--- config.mk ---
export PLATFORM = sky130hd
export DESIGN_NAME = sseg_scan_mux
export DESIGN_NICKNAME = d
export VERILOG_FILES = /design/src/rtl/sseg_scan_mux.sv
export SDC_FILE = /design/constraint.sdc
export NUM_CORES = 1
export LEC_CHECK = 0
export CORE_MARGIN = 2
export CORE_UTILIZATION = 35
export DETAILED_ROUTE_END_ITERATION = 6
export RECOVER_POWER = 100
export SKIP_LAST_GASP = 1
export SYNTH_ARGS = -nofsm -noshare
export SYNTH_HDL_FRONTEND = slang
export SYNTH_SLANG_ARGS = --single-unit
export TNS_END_PERCENT = 100
--- constraint.sdc ---
create_clock -name clk -period 9.38 [get_ports clk]
set_input_delay 1.876 -clock clk [delete_from_list [all_inputs] [get_ports clk]]
set_output_delay 1.876 -clock clk [all_outputs]
set_load 0.03 [all_outputs]
--- src/rtl/sseg_scan_mux.sv ---
// sseg_scan_mux: multi-digit 7-segment scan driver, double-buffered glyphs,
// brightness PWM, anti-ghost guard, per-digit blink. Active-low an_out/sseg_out.
// Ports: clk, reset (sync, high), load, codes[5*NDIG], dp_in/en_in/blink_in[NDIG],
//        brightness[4] -> an_out[NDIG], sseg_out[8] {dp,a..g}, frame_start.
module sseg_scan_mux #(
  parameter int NDIG      = 4,
  parameter int SLOT_W    = 16,
  parameter int GUARD     = 64,
  parameter int BLINK_DIV = 24
) (
  input  logic                 clk,
  input  logic                 reset,
  input  logic                 load,
  input  logic [5*NDIG-1:0]    codes,
  input  logic [NDIG-1:0]      dp_in,
  input  logic [NDIG-1:0]      en_in,
  input  logic [NDIG-1:0]      blink_in,
  input  logic [3:0]           brightness,
  output logic [NDIG-1:0]      an_out,
  output logic [7:0]           sseg_out,
  output logic                 frame_start
);

  localparam int DW = $clog2(NDIG);
  localparam int BW = (BLINK_DIV > 1) ? $clog2(BLINK_DIV) : 1;
  localparam logic [DW-1:0]     DLAST  = DW'(NDIG - 1);
  localparam logic [BW-1:0]     BLAST  = BW'(BLINK_DIV - 1);
  localparam logic [SLOT_W-1:0] GSTART = SLOT_W'(GUARD);

  logic [SLOT_W-1:0] s;
  logic [DW-1:0]     d;

  logic [4:0]        pend_code [NDIG];
  logic [4:0]        act_code  [NDIG];
  logic [NDIG-1:0]   pend_dp, pend_en, pend_blink;
  logic [NDIG-1:0]   act_dp, act_en, act_blink;
  logic              pend_valid;
  logic              phase;
  logic [BW-1:0]     bcnt;
  logic [3:0]        bright_l;

  logic              fs, commit, blink_wrap, cur_phase, lit;
  logic [3:0]        cur_bright;
  logic [NDIG-1:0]   cur_dp, cur_en, cur_blink;
  logic [4:0]        cur_code;
  logic [NDIG-1:0]   an_nxt;
  logic [7:0]        sseg_nxt;

  function automatic logic [6:0] glyph(input logic [4:0] c);
    logic [6:0] g;
    case (c)
      5'h00: g = 7'h01;
      5'h01: g = 7'h4F;
      5'h02: g = 7'h12;
      5'h03: g = 7'h06;
      5'h04: g = 7'h4C;
      5'h05: g = 7'h24;
      5'h06: g = 7'h20;
      5'h07: g = 7'h0F;
      5'h08: g = 7'h00;
      5'h09: g = 7'h04;
      5'h0A: g = 7'h08;
      5'h0B: g = 7'h60;
      5'h0C: g = 7'h31;
      5'h0D: g = 7'h42;
      5'h0E: g = 7'h30;
      5'h0F: g = 7'h38;
      5'h10: g = 7'h41;
      5'h11: g = 7'h7E;
      5'h12: g = 7'h7F;
      5'h13: g = 7'h09;
      5'h14: g = 7'h62;
      5'h15: g = 7'h1C;
      5'h16: g = 7'h79;
      5'h17: g = 7'h49;
      default: g = 7'h7E;
    endcase
    return g;
  endfunction

  // On the frame-start cycle the values about to be committed are used,
  // so the first slot of a frame already shows the new frame's settings.
  always_comb begin
    fs         = (s == '0) && (d == '0);
    commit     = fs && pend_valid;
    blink_wrap = fs && (bcnt == BLAST);
    cur_phase  = blink_wrap ? ~phase : phase;
    cur_bright = fs ? brightness : bright_l;
    cur_dp     = commit ? pend_dp    : act_dp;
    cur_en     = commit ? pend_en    : act_en;
    cur_blink  = commit ? pend_blink : act_blink;
    cur_code   = commit ? pend_code[d] : act_code[d];
    lit        = cur_en[d]
               && !(cur_blink[d] && cur_phase)
               && (s >= GSTART)
               && (s[SLOT_W-1 -: 4] <= cur_bright);
    an_nxt     = '1;
    sseg_nxt   = 8'hFF;
    if (lit) begin
      an_nxt   = ~(NDIG'(1) << d);
      sseg_nxt = {~cur_dp[d], glyph(cur_code)};
    end
  end

  always_ff @(posedge clk) begin
    if (reset) begin
      s           <= '0;
      d           <= '0;
      for (int i = 0; i < NDIG; i++) begin
        pend_code[i] <= '0;
        act_code[i]  <= '0;
      end
      pend_dp     <= '0;
      pend_en     <= '0;
      pend_blink  <= '0;
      act_dp      <= '0;
      act_en      <= '0;
      act_blink   <= '0;
      pend_valid  <= 1'b0;
      phase       <= 1'b0;
      bcnt        <= '0;
      bright_l    <= 4'hF;
      an_out      <= '1;
      sseg_out    <= 8'hFF;
      frame_start <= 1'b0;
    end else begin
      s           <= s + SLOT_W'(1);
      if (s == '1)
        d <= (d == DLAST) ? '0 : d + DW'(1);
      an_out      <= an_nxt;
      sseg_out    <= sseg_nxt;
      frame_start <= fs;
      if (fs) begin
        bright_l <= brightness;
        bcnt     <= blink_wrap ? '0 : bcnt + BW'(1);
        if (blink_wrap)
          phase <= ~phase;
      end
      if (commit) begin
        for (int i = 0; i < NDIG; i++)
          act_code[i] <= pend_code[i];
        act_dp     <= pend_dp;
        act_en     <= pend_en;
        act_blink  <= pend_blink;
        pend_valid <= 1'b0;
      end
      // A load on the commit cycle lands in pending after the copy.
      if (load) begin
        for (int i = 0; i < NDIG; i++)
          pend_code[i] <= codes[5*i +: 5];
        pend_dp    <= dp_in;
        pend_en    <= en_in;
        pend_blink <= blink_in;
        pend_valid <= 1'b1;
      end
    end
  end

endmodule

==> results of run 1 <==
cell usage in the layout (no fill, tap or decap), types with 3 or more instances in the layout:
cell type | synthesis | final
edfxtp_1 | 40 | 40
inv_1 | 14 | 14
a21o_1 | 3 | 3
and2_1 | 41 | 9
nand2b_1 | 5 | 5
clkbuf_16 | 0 | 9
mux4_2 | 12 | 12
nor2b_1 | 3 | 3
o21ai_0 | 6 | 8
a31oi_1 | 5 | 5
and2_0 | 1 | 33
ha_1 | 17 | 17
nor2_1 | 41 | 41
inv_6 | 0 | 3
xor2_1 | 9 | 9
nand2_1 | 34 | 34
a21oi_1 | 25 | 26
nand4_1 | 4 | 4
nand3_1 | 18 | 18
mux2i_1 | 24 | 24
a211oi_1 | 4 | 4
or3_1 | 5 | 5
dlygate4sd3_1 | 0 | 13
and3_1 | 8 | 8
nor3_1 | 11 | 11
xnor2_1 | 4 | 4
nor4_1 | 2 | 3
dfxtp_1 | 68 | 68
clkdlybuf4s50_1 | 0 | 37
final timing paths:
check | end | cells after the start
worst min-delay path | act_en[0]$_SDFF_PP0_ | 2
worst max register to register | sseg_out[2]$_SDFF_PP1_ | 12
worst min register to register | act_en[0]$_SDFF_PP0_ | 2
worst max-delay path | sseg_out[2]$_SDFF_PP1_ | 12
flip-flops by register name, indices dropped and copies added, names as in the netlist, 5 cells and up, named ones only:
name / cells
s: 16
pend_code: 20
bcnt: 5
act_code: 20
sseg_out: 8
layer usage:
layer	global-route usage	vias to the layer above	routed length (um)
met5	0	-	0
met3	0.0355	11	392
li1	-	1715	-
met1	0.176	1577	4660
met4	0.0589	0	159
met2	0.213	76	4340
area by class of cell:
class	instances	area, um2
sequential	108	2560
clock buffer	10	239
tap	180	225
inverter	14	52.6
clock inverter	6	43.8
timing repair buffer	51	504
fill	1357	8000
multi-input combinational	315	2250
worst max-delay path: stages (launching register included):
cell	delay, ns
dfxtp_1	0.42
inv_1	0.18
ha_1	0.21
or4b_2	0.60
nor4_1	2.13
and2_1	0.83
mux2i_1	0.56
inv_1	0.13
ha_1	0.31
inv_1	0.17
a2111o_1	0.16
o311a_1	0.15
o21ai_0	0.09
stage by stage:
| stage | utilization | hold slack, ns | std cells | total power [W] |
|---|---|---|---|---|
| 6_report | 0.423 | 0.451 | 684 | 0.000998 |
| 5_1_grt | 0.423 | 0.474 | 684 | 0.00104 |
| 4_1_cts | 0.425 | 0.455 | 684 | 0.00101 |
| 3_5_place_dp | 0.404 | 0.444 | 668 | 0.000647 |
| 3_3_place_gp | 0.404 | 0.436 | 668 | 0.000642 |
| 2_1_floorplan | - | 0.426 | 459 | 0.000609 |
power by group:
part	internal, W	switching, W
Combinational	0.0000513	0.0000631
Sequential	0.000510	0.0000111
Clock	0.000189	0.000173
logic make-up (layout without fill, tap and decap cells):
group | after synthesis | count (layout) | synth area share
AND/OR/NAND/NOR | 184 | 184 | 0.194
flip-flops | 108 | 108 | 0.515
AO/OA/AOI/OAI | 61 | 61 | 0.0784
multiplexers | 40 | 40 | 0.118
buffers and inverters | 36 | 81 | 0.0294
adder cells (fa/ha/maj) | 17 | 17 | 0.0427
XOR/XNOR | 13 | 13 | 0.0229
==> run_results.csv, run 1 <==
group,metric,value,unit
run_status,status,"complete, but fails checks",
run_status,failed_checks,"capacitance limit, slew limit",
route,drt_wl_total,9.55,mm
route,ant_nets,0,
floorplan,die_area,15200,um2
logic_synthesis,synth_area_per_cell,10.8,um2
setup_path,start_kind,"register",
global_routing,grt_pass1_vias,3242,
logic_synthesis,yosys_warnings,0,
cells_and_area,design_area,5880,um2
logic_synthesis,ys.flop_type,"dfxtp_1",
placed_design,numPortBuffers,51,
logic_synthesis,syn_inst,459,
route,drc_errors,0,
clock_tree,post_cts_buffers,0,
timing,maxSlewViolCount,77,
clock_tree,clock_sinks,108,
logic_synthesis,synthTopCellsByCount,"dfxtp_1, and2_1, nor2_1, edfxtp_1, nand2_1",
global_routing,grt_usage,0.136,
clock_tree,cts_max_path_buffers,2,
pwr,total_leakage_power,2.19,nW
timing,fin_crit_sh,0.653,
floorplan,initial_utilization,0.359,
setup_path,end_kind,"register",
floorplan,die_x,123,um
logic_synthesis,ys_seq_area_frac,0.515,
setup_path,r2r_start,"d[0]$_SDFFE_PP0N_",
route,dr.pass1.iters,4,
logic_synthesis,synth-edff-count,40,
placed_design,dp_worst_setup_slack,4.76,ns
pwr,power_density,170,nW/um2
timing,fin_tns_setup,0,ns
setup_path,path_max_fanout,20,
placed_design,place.gp.congestion,0.841,
route,detail_route.wl_per_cell,14.0,um
min_path,hold_class,"reg2reg",
cells_and_area,drive_gt1_frac,0.0734,
clock_tree,path_clk_slew,0.07,ns
clock_tree,cts-root-buf,"clkbuf_16",
route,drt_iter0_markers,268,
logic_synthesis,async_flop_share,0,
timing,max_slew_margin,-0.907,
setup_path,worstSetupStartpoint,"d[0]$_SDFFE_PP0N_",
global_routing,grt_max_degree,60,
timing,hold_viol_final,0,
logic_synthesis,synth_seq_cells,108,
global_routing,grt-ovfl-total,0,
logic_synthesis,synth.most_common_cell,"dfxtp_1",
setup_path,worstPathRequired,9.56,ns
timing,rsz0062_at_grt,"no",
run,drv_cap,2,
setup_path,crit_type,"reg2reg",
clock_tree,htreeDepth,3,
placed_design,dp_hpwl,6.73,mm
floorplan,io_pins,52,
route,avgViaCountPerCell,4.94,
timing,skew,0.00953,ns
cells_and_area,finalNetCount,555,
clock_tree,holdBufCountCts,0,
clock_tree,cts_tree,"yes",
floorplan,die_y,123,um
route,vias,3379,
global_routing,grt_pass1_wl,15.9,mm
timing,fin_ws,3.26,ns
global_routing,grt_antenna_before_repair,0,
logic_synthesis,synth_top_area_cell,"dfxtp_1",
setup_path,r2r_slack,3.26,ns
pwr,ir_drop,0.0000885,V
timing,fin_crit,6.12,ns
clock_tree,cts_resized,0,
logic_synthesis,yosysUniqueCellTypes,51,
logic_synthesis,synthesis.nets,515,
min_path,hp-start,"act_en[0]$_SDFF_PP0_",
logic_synthesis,synth_top_area_frac,0.274,
timing,worst_slew_pin_slew,2.83,ns
clock_tree,cts_made_buffers,9,
logic_synthesis,syn-cell-area,4980,um2
floorplan,num_rows,43,
cells_and_area,area_growth,18.1,%
timing,clock.fmax,163,MHz
floorplan,core_area,13900,um2
cells_and_area,diodes,0,
logic_synthesis,synth.area.top_cells,"dfxtp_1, edfxtp_1, mux4_2",
clock_tree,clk_latency,0.35,ns
timing,finalSetupViolCount,0,
setup_path,crit_arrival,6.30,ns
placed_design,placed_cell_area,5610,um2
Note: power is estimated with default switching activity, not from simulation.
==> run 2: changes to the inputs <==
==> constraint.sdc (replaced) <==
create_clock -name clk -period 5.1 [get_ports clk]
set_input_delay 1.02 -clock clk [delete_from_list [all_inputs] [get_ports clk]]
set_output_delay 1.02 -clock clk [all_outputs]
set_load 0.03 [all_outputs]
==> run 2 against run 1 <==
Effect of this change: the flow still finishes with violations (capacitance limit, slew limit); global-route usage increased by 0.27 points; worst hold slack improved by 0.0058 ns; power increased by 86%; count of clock-buffer cells in the layout decreased by 1; clock power increased by 88%; maximum frequency increased by 46%; cell area increased by 0.26%; register-to-register slack got worse by 2.4 ns; sequential power increased by 84%; critical endpoint is now sseg_out[4]$_SDFF_PP1_.
==> run_results.csv, run 2 (synthesized netlist as in run 1, its figures left out) <==
group,metric,value,unit
pwr,clkPwrFrac,0.369,
pwr,ir_drop,0.000157,V
floorplan,num_rows,43,
clock_tree,clk_latency,0.35,ns
timing,max_slew_margin,-0.310,
route,detail_route.wl_per_cell,14.0,um
clock_tree,path_clk_slew,0.07,ns
floorplan,core_area,13900,um2
timing,skew,0.00825,ns
pwr,total_leakage_power,2.20,nW
setup_path,slowest_delay,0.77,ns
min_path,hold_class,"reg2reg",
clock_tree,clock_sinks,108,
run_status,status,"complete, but fails checks",
placed_design,dp_hpwl,6.88,mm
clock_tree,cts_tree,"yes",
setup_path,path_buf_inv,2,
setup_path,path_cells,"inv_1, ha_1, or4b_2, nor4_1, buf_4, nand2_1, mux4_1, mux2_2, a21oi_1, o2111ai_1",
clock_tree,holdBufCountCts,0,
run,drv_cap,1,
cells_and_area,drive_gt1_frac,0.0711,
floorplan,die_x,123,um
timing,maxSlewViolCount,46,
floorplan,io_pins,52,
clock_tree,post_cts_buffers,0,
pwr,combPwrFrac,0.114,
route,drc_errors,0,
timing,fin_crit_sh,0.823,
setup_path,crit_family,"simple AND/OR/NAND/NOR gates",
global_routing,grt_usage,0.138,
placed_design,place_inst,671,
pwr,intPower,0.00141,W
global_routing,grt_antenna_before_repair,0,
setup_path,crit_slowest_cell,"a21oi_1",
timing,finalSetupViolCount,0,
global_routing,grt-ovfl-total,0,
setup_path,worstPathRequired,5.27,ns
route,drt_iter0_markers,278,
clock_tree,cts_made_buffers,9,
clock_tree,cts_max_path_buffers,2,
cells_and_area,reg_top3,"act_code: 20 flops, pend_code: 20 flops, s: 16 flops",
timing,worst_slew_pin_slew,1.97,ns
pwr,switchingPower,0.000440,W
timing,hold_viol_final,0,
floorplan,initial_utilization,0.359,
cells_and_area,final_cells,686,
cells_and_area,final_core_util,0.424,
placed_design,numPortBuffers,51,
setup_path,crit_type,"reg2reg",
route,dr.pass1.iters,4,
pwr,power_density,314,nW/um2
pwr,p_total,0.00185,W
cells_and_area,finalNetCount,558,
cells_and_area,final_common_cell,"dfxtp_1",
route,vias,3425,
setup_path,start_kind,"register",
clock_tree,htreeDepth,3,
global_routing,grt_pass1_wl,16.3,mm
timing,clock.fmax,238,MHz
setup_path,end_kind,"register",
global_routing,grt_max_degree,46,
route,ant_nets,0,
pwr,p_seq_frac,0.517,
placed_design,place.gp.congestion,0.807,
floorplan,die_y,123,um
clock_tree,cts_resized,0,
pwr,switching_share,0.238,
setup_path,path_max_fanout,18,
clock_tree,cts-root-buf,"clkbuf_16",
cells_and_area,area_growth,18.4,%
timing,fin_tns_setup,0,ns
timing,fin_crit,4.20,ns
floorplan,die_area,15200,um2
route,drt_wl_total,9.59,mm
run_status,failed_checks,"capacitance limit, slew limit",
setup_path,crit_arrival,4.36,ns
timing,rsz0062_at_grt,"no",
global_routing,grt_pass1_vias,3417,
route,avgViaCountPerCell,4.99,
cells_and_area,diodes,0,
cells_and_area,final_cell_mix,"dfxtp_1, nor2_1, edfxtp_1, clkdlybuf4s50_1, nand2_1",
==> run 2: cell types whose count changed in the layout (fill, tap and decap cells not counted), sizes merged <==
| cell | change |
|---|---|
| clkinv | +1 |
| inv | -2 |
| bufinv | +1 |
| buf | +2 |
==> run 2: final timing paths <==
path	from	to	slack (ns)	cells past startpoint
setup / recovery	d[0]$_SDFFE_PP0N_	sseg_out[4]$_SDFF_PP1_	0.90	10
hold / removal	act_blink[2]$_SDFF_PP0_	act_blink[2]$_SDFF_PP0_	0.46	2
setup reg to reg	d[0]$_SDFFE_PP0N_	sseg_out[4]$_SDFF_PP1_	0.90	10
hold reg to reg	act_blink[2]$_SDFF_PP0_	act_blink[2]$_SDFF_PP0_	0.46	2
==> run 2: area by class of cell <==
class	count	area, um2
sequential	108	2560
tap	180	225
clock buffer	9	225
clock inverter	6	65.1
timing repair buffer	54	523
inverter	14	52.6
fill	1311	7990
multi-input combinational	315	2240
==> run 2: worst min-delay path, delay by kind of cell (launching register included) <==
| family | cells | cell delay (ns) |
|---|---|---|
| DFF | 1 | 0.31 |
| AOI/OAI and AO/OA | 1 | 0.05 |
| and+or+nand+nor | 1 | 0.05 |
==> run 2: power by group through the flow <==
stage	clock [W]	sequential, W	combinational (W)
after floorplan	0	0.000970	0.000150
after global placement	0	0.000975	0.000210
after detailed placement	0	0.000978	0.000215
after CTS	0.000706	0.000958	0.000216
after global routing	0.000733	0.000963	0.000237
final	0.000682	0.000958	0.000211
==> run 2: metal layers <==
layer	wire length, um	track usage	vias to the layer above
met5	0	0	-
met4	176	0.0597	0
met3	498	0.0355	14
met2	4310	0.214	74
met1	4610	0.183	1620
li1	-	-	1717
==> run 2: per-stage QoR <==
step / hold slack [ns] / area (um2) / setup slack (ns)
final: 0.456 / 5890 / 0.905
after global routing: 0.481 / 5890 / 0.593
after CTS: 0.461 / 5930 / 1.22
after detailed placement: 0.448 / 5640 / 1.24
after global placement: 0.438 / 5640 / 1.43
after floorplan: 0.426 / 4980 / 1.47
==> run 3: changes to the inputs <==
==> constraint.sdc (replaced) <==
create_clock -name clk -period 4.1 [get_ports clk]
set_input_delay 0.82 -clock clk [delete_from_list [all_inputs] [get_ports clk]]
set_output_delay 0.82 -clock clk [all_outputs]
set_load 0.03 [all_outputs]
==> run 3 against run 2 <==
Effect of this change: the flow now finishes without violations; utilization is 0.15 points higher; clock skew is 0.0020 ns higher; flip-flop and latch count stayed put; global-route usage up 0.069 points.
==> run_results.csv, run 3 (synthesized netlist as in run 1, its figures left out) <==
group,metric,value,unit
run_status,status,"completed",
clock_tree,htreeDepth,3,
pwr,p_total,0.00226,W
clock_tree,cts_made_buffers,9,
pwr,total_leakage_power,2.22,nW
floorplan,die_y,123,um
clock_tree,path_clk_slew,0.07,ns
timing,holdWs,0.449,ns
global_routing,grt_pass1_wl,16.5,mm
setup_path,r2r_cells,11,
cells_and_area,finalNetCount,563,
cells_and_area,seqCellArea,2560,um2
timing,maxSlewViolCount,0,
timing,rsz0062_at_grt,"no",
route,ant_nets,0,
pwr,power_density,382,nW/um2
route,drt_wl_total,9.70,mm
timing,worst_slew_pin_slew,1.34,ns
clock_tree,clk_latency,0.36,ns
floorplan,initial_utilization,0.359,
timing,skew,0.0103,ns
placed_design,numPortBuffers,51,
clock_tree,clock_sinks,108,
timing,fin_crit_sh,0.914,
cells_and_area,drive_gt1_frac,0.0801,
floorplan,die_area,15200,um2
setup_path,slowest_delay,0.58,ns
pwr,clkPwrFrac,0.353,
cells_and_area,diodes,0,
clock_tree,cts-root-buf,"clkbuf_16",
floorplan,die_x,123,um
placed_design,place.gp.congestion,0.803,
min_path,hold_class,"reg2reg",
global_routing,grt_antenna_before_repair,0,
placed_design,dp_hpwl,6.97,mm
setup_path,start_kind,"register",
route,vias,3422,
setup_path,crit_type,"reg2reg",
timing,fin_tns_setup,0,ns
route,dr.pass1.iters,4,
route,drt_iter0_markers,276,
min_path,hold_depth,2,
floorplan,core_area,13900,um2
pwr,ir_drop,0.000236,V
pwr,switchingPower,0.000555,W
global_routing,grt_pass1_vias,3391,
global_routing,grt_usage,0.139,
timing,clock.fmax,267,MHz
route,avgViaCountPerCell,4.95,
floorplan,io_pins,52,
setup_path,worstPathRequired,4.29,ns
route,drc_errors,0,
cells_and_area,final_cell_mix,"dfxtp_1, nor2_1, edfxtp_1, and2_0, clkdlybuf4s50_1",
setup_path,end_kind,"register",
timing,finalSetupViolCount,0,
clock_tree,holdBufCountCts,0,
cells_and_area,final_common_cell,"dfxtp_1",
setup_path,crit_slowest_cell,"or4b_2",
floorplan,num_rows,43,
timing,max_slew_margin,0.106,
timing,fin_crit,3.75,ns
clock_tree,cts_max_path_buffers,2,
setup_path,crit_arrival,3.94,ns
setup_path,crit_family,"simple AND/OR/NAND/NOR gates",
cells_and_area,nFillCells,1364,
run,drv_cap,0,
cells_and_area,multi_input_area,2250,um2
timing,hold_viol_final,0,
clock_tree,cts_tree,"yes",
pwr,switching_share,0.246,
clock_tree,post_cts_buffers,0,
cells_and_area,reg_top3,"act_code: 20 flops, pend_code: 20 flops, s: 16 flops",
clock_tree,cts_resized,0,
pwr,intPower,0.00170,W
setup_path,path_max_fanout,16,
route,detail_route.wl_per_cell,14.0,um
global_routing,grt_max_degree,60,
global_routing,grt-ovfl-total,0,
pwr,p_seq_frac,0.529,
setup_path,crit_cells,11,
setup_path,path_buf_inv,3,
pwr,combPwrFrac,0.118,
cells_and_area,area_growth,18.8,%
setup_path,path_cells,"inv_1, ha_1, or4b_2, nor4_1, buf_4, nand2_4, clkbuf_1, mux4_1, mux2_2, a21oi_2, o2111ai_1",
-- run 3: cell type report --
cell class | instances | area share
clock buffers | 10 | 0.0387
well taps | 180 | 0.0381
clock inverters | 6 | 0.00677
multi-input cells | 315 | 0.380
flip-flops and latches | 108 | 0.433
inverters | 14 | 0.00889
repair buffers | 59 | 0.0937
-- run 3: worst paths after layout --
| kind | from | to | slack (ns) |
|---|---|---|---|
| worst max-delay path | d[0]$_SDFFE_PP0N_ | sseg_out[4]$_SDFF_PP1_ | 0.35 |
| worst max register to register | d[0]$_SDFFE_PP0N_ | sseg_out[4]$_SDFF_PP1_ | 0.35 |
| worst min-delay path | act_blink[2]$_SDFF_PP0_ | act_blink[2]$_SDFF_PP0_ | 0.45 |
| worst min register to register | act_blink[2]$_SDFF_PP0_ | act_blink[2]$_SDFF_PP0_ | 0.45 |
-- run 3: metal layers --
metal | up-vias | wire, um | track usage
li1 | 1734 | - | -
met1 | 1615 | 4660 | 0.183
met2 | 59 | 4380 | 0.215
met3 | 14 | 434 | 0.0341
met4 | 0 | 216 | 0.0661
met5 | - | 0 | 0
-- run 3: worst reg2reg max path: cells and delay by family (launching register included) --
family	cells	cell delay, ns
flops	1	0.41
fa+ha+maj	1	0.19
simple gates	3	0.88
compound gates	2	0.65
buf+inv	3	0.83
mux	2	0.64
-- run 3: power groups by stage --
stage	clock (W)	combinational, W	sequential (W)
6_report	0.000796	0.000267	0.00119
5_1_grt	0.000863	0.000299	0.00120
4_1_cts	0.000822	0.000274	0.00119
3_5_place_dp	0	0.000273	0.00122
3_3_place_gp	0	0.000267	0.00121
2_1_floorplan	0	0.000187	0.00121
-- run 3: through the flow --
step           instance area, um2  worst slack [ns]  utilization  instances
2_1_floorplan                4980             0.465            -        459
6_report                     5910             0.351        0.426        692
3_5_place_dp                 5670             0.429        0.409        676
4_1_cts                      5940             0.405        0.428        692
3_3_place_gp                 5670             0.571        0.409        676
5_1_grt                      5910            0.0864        0.426        692
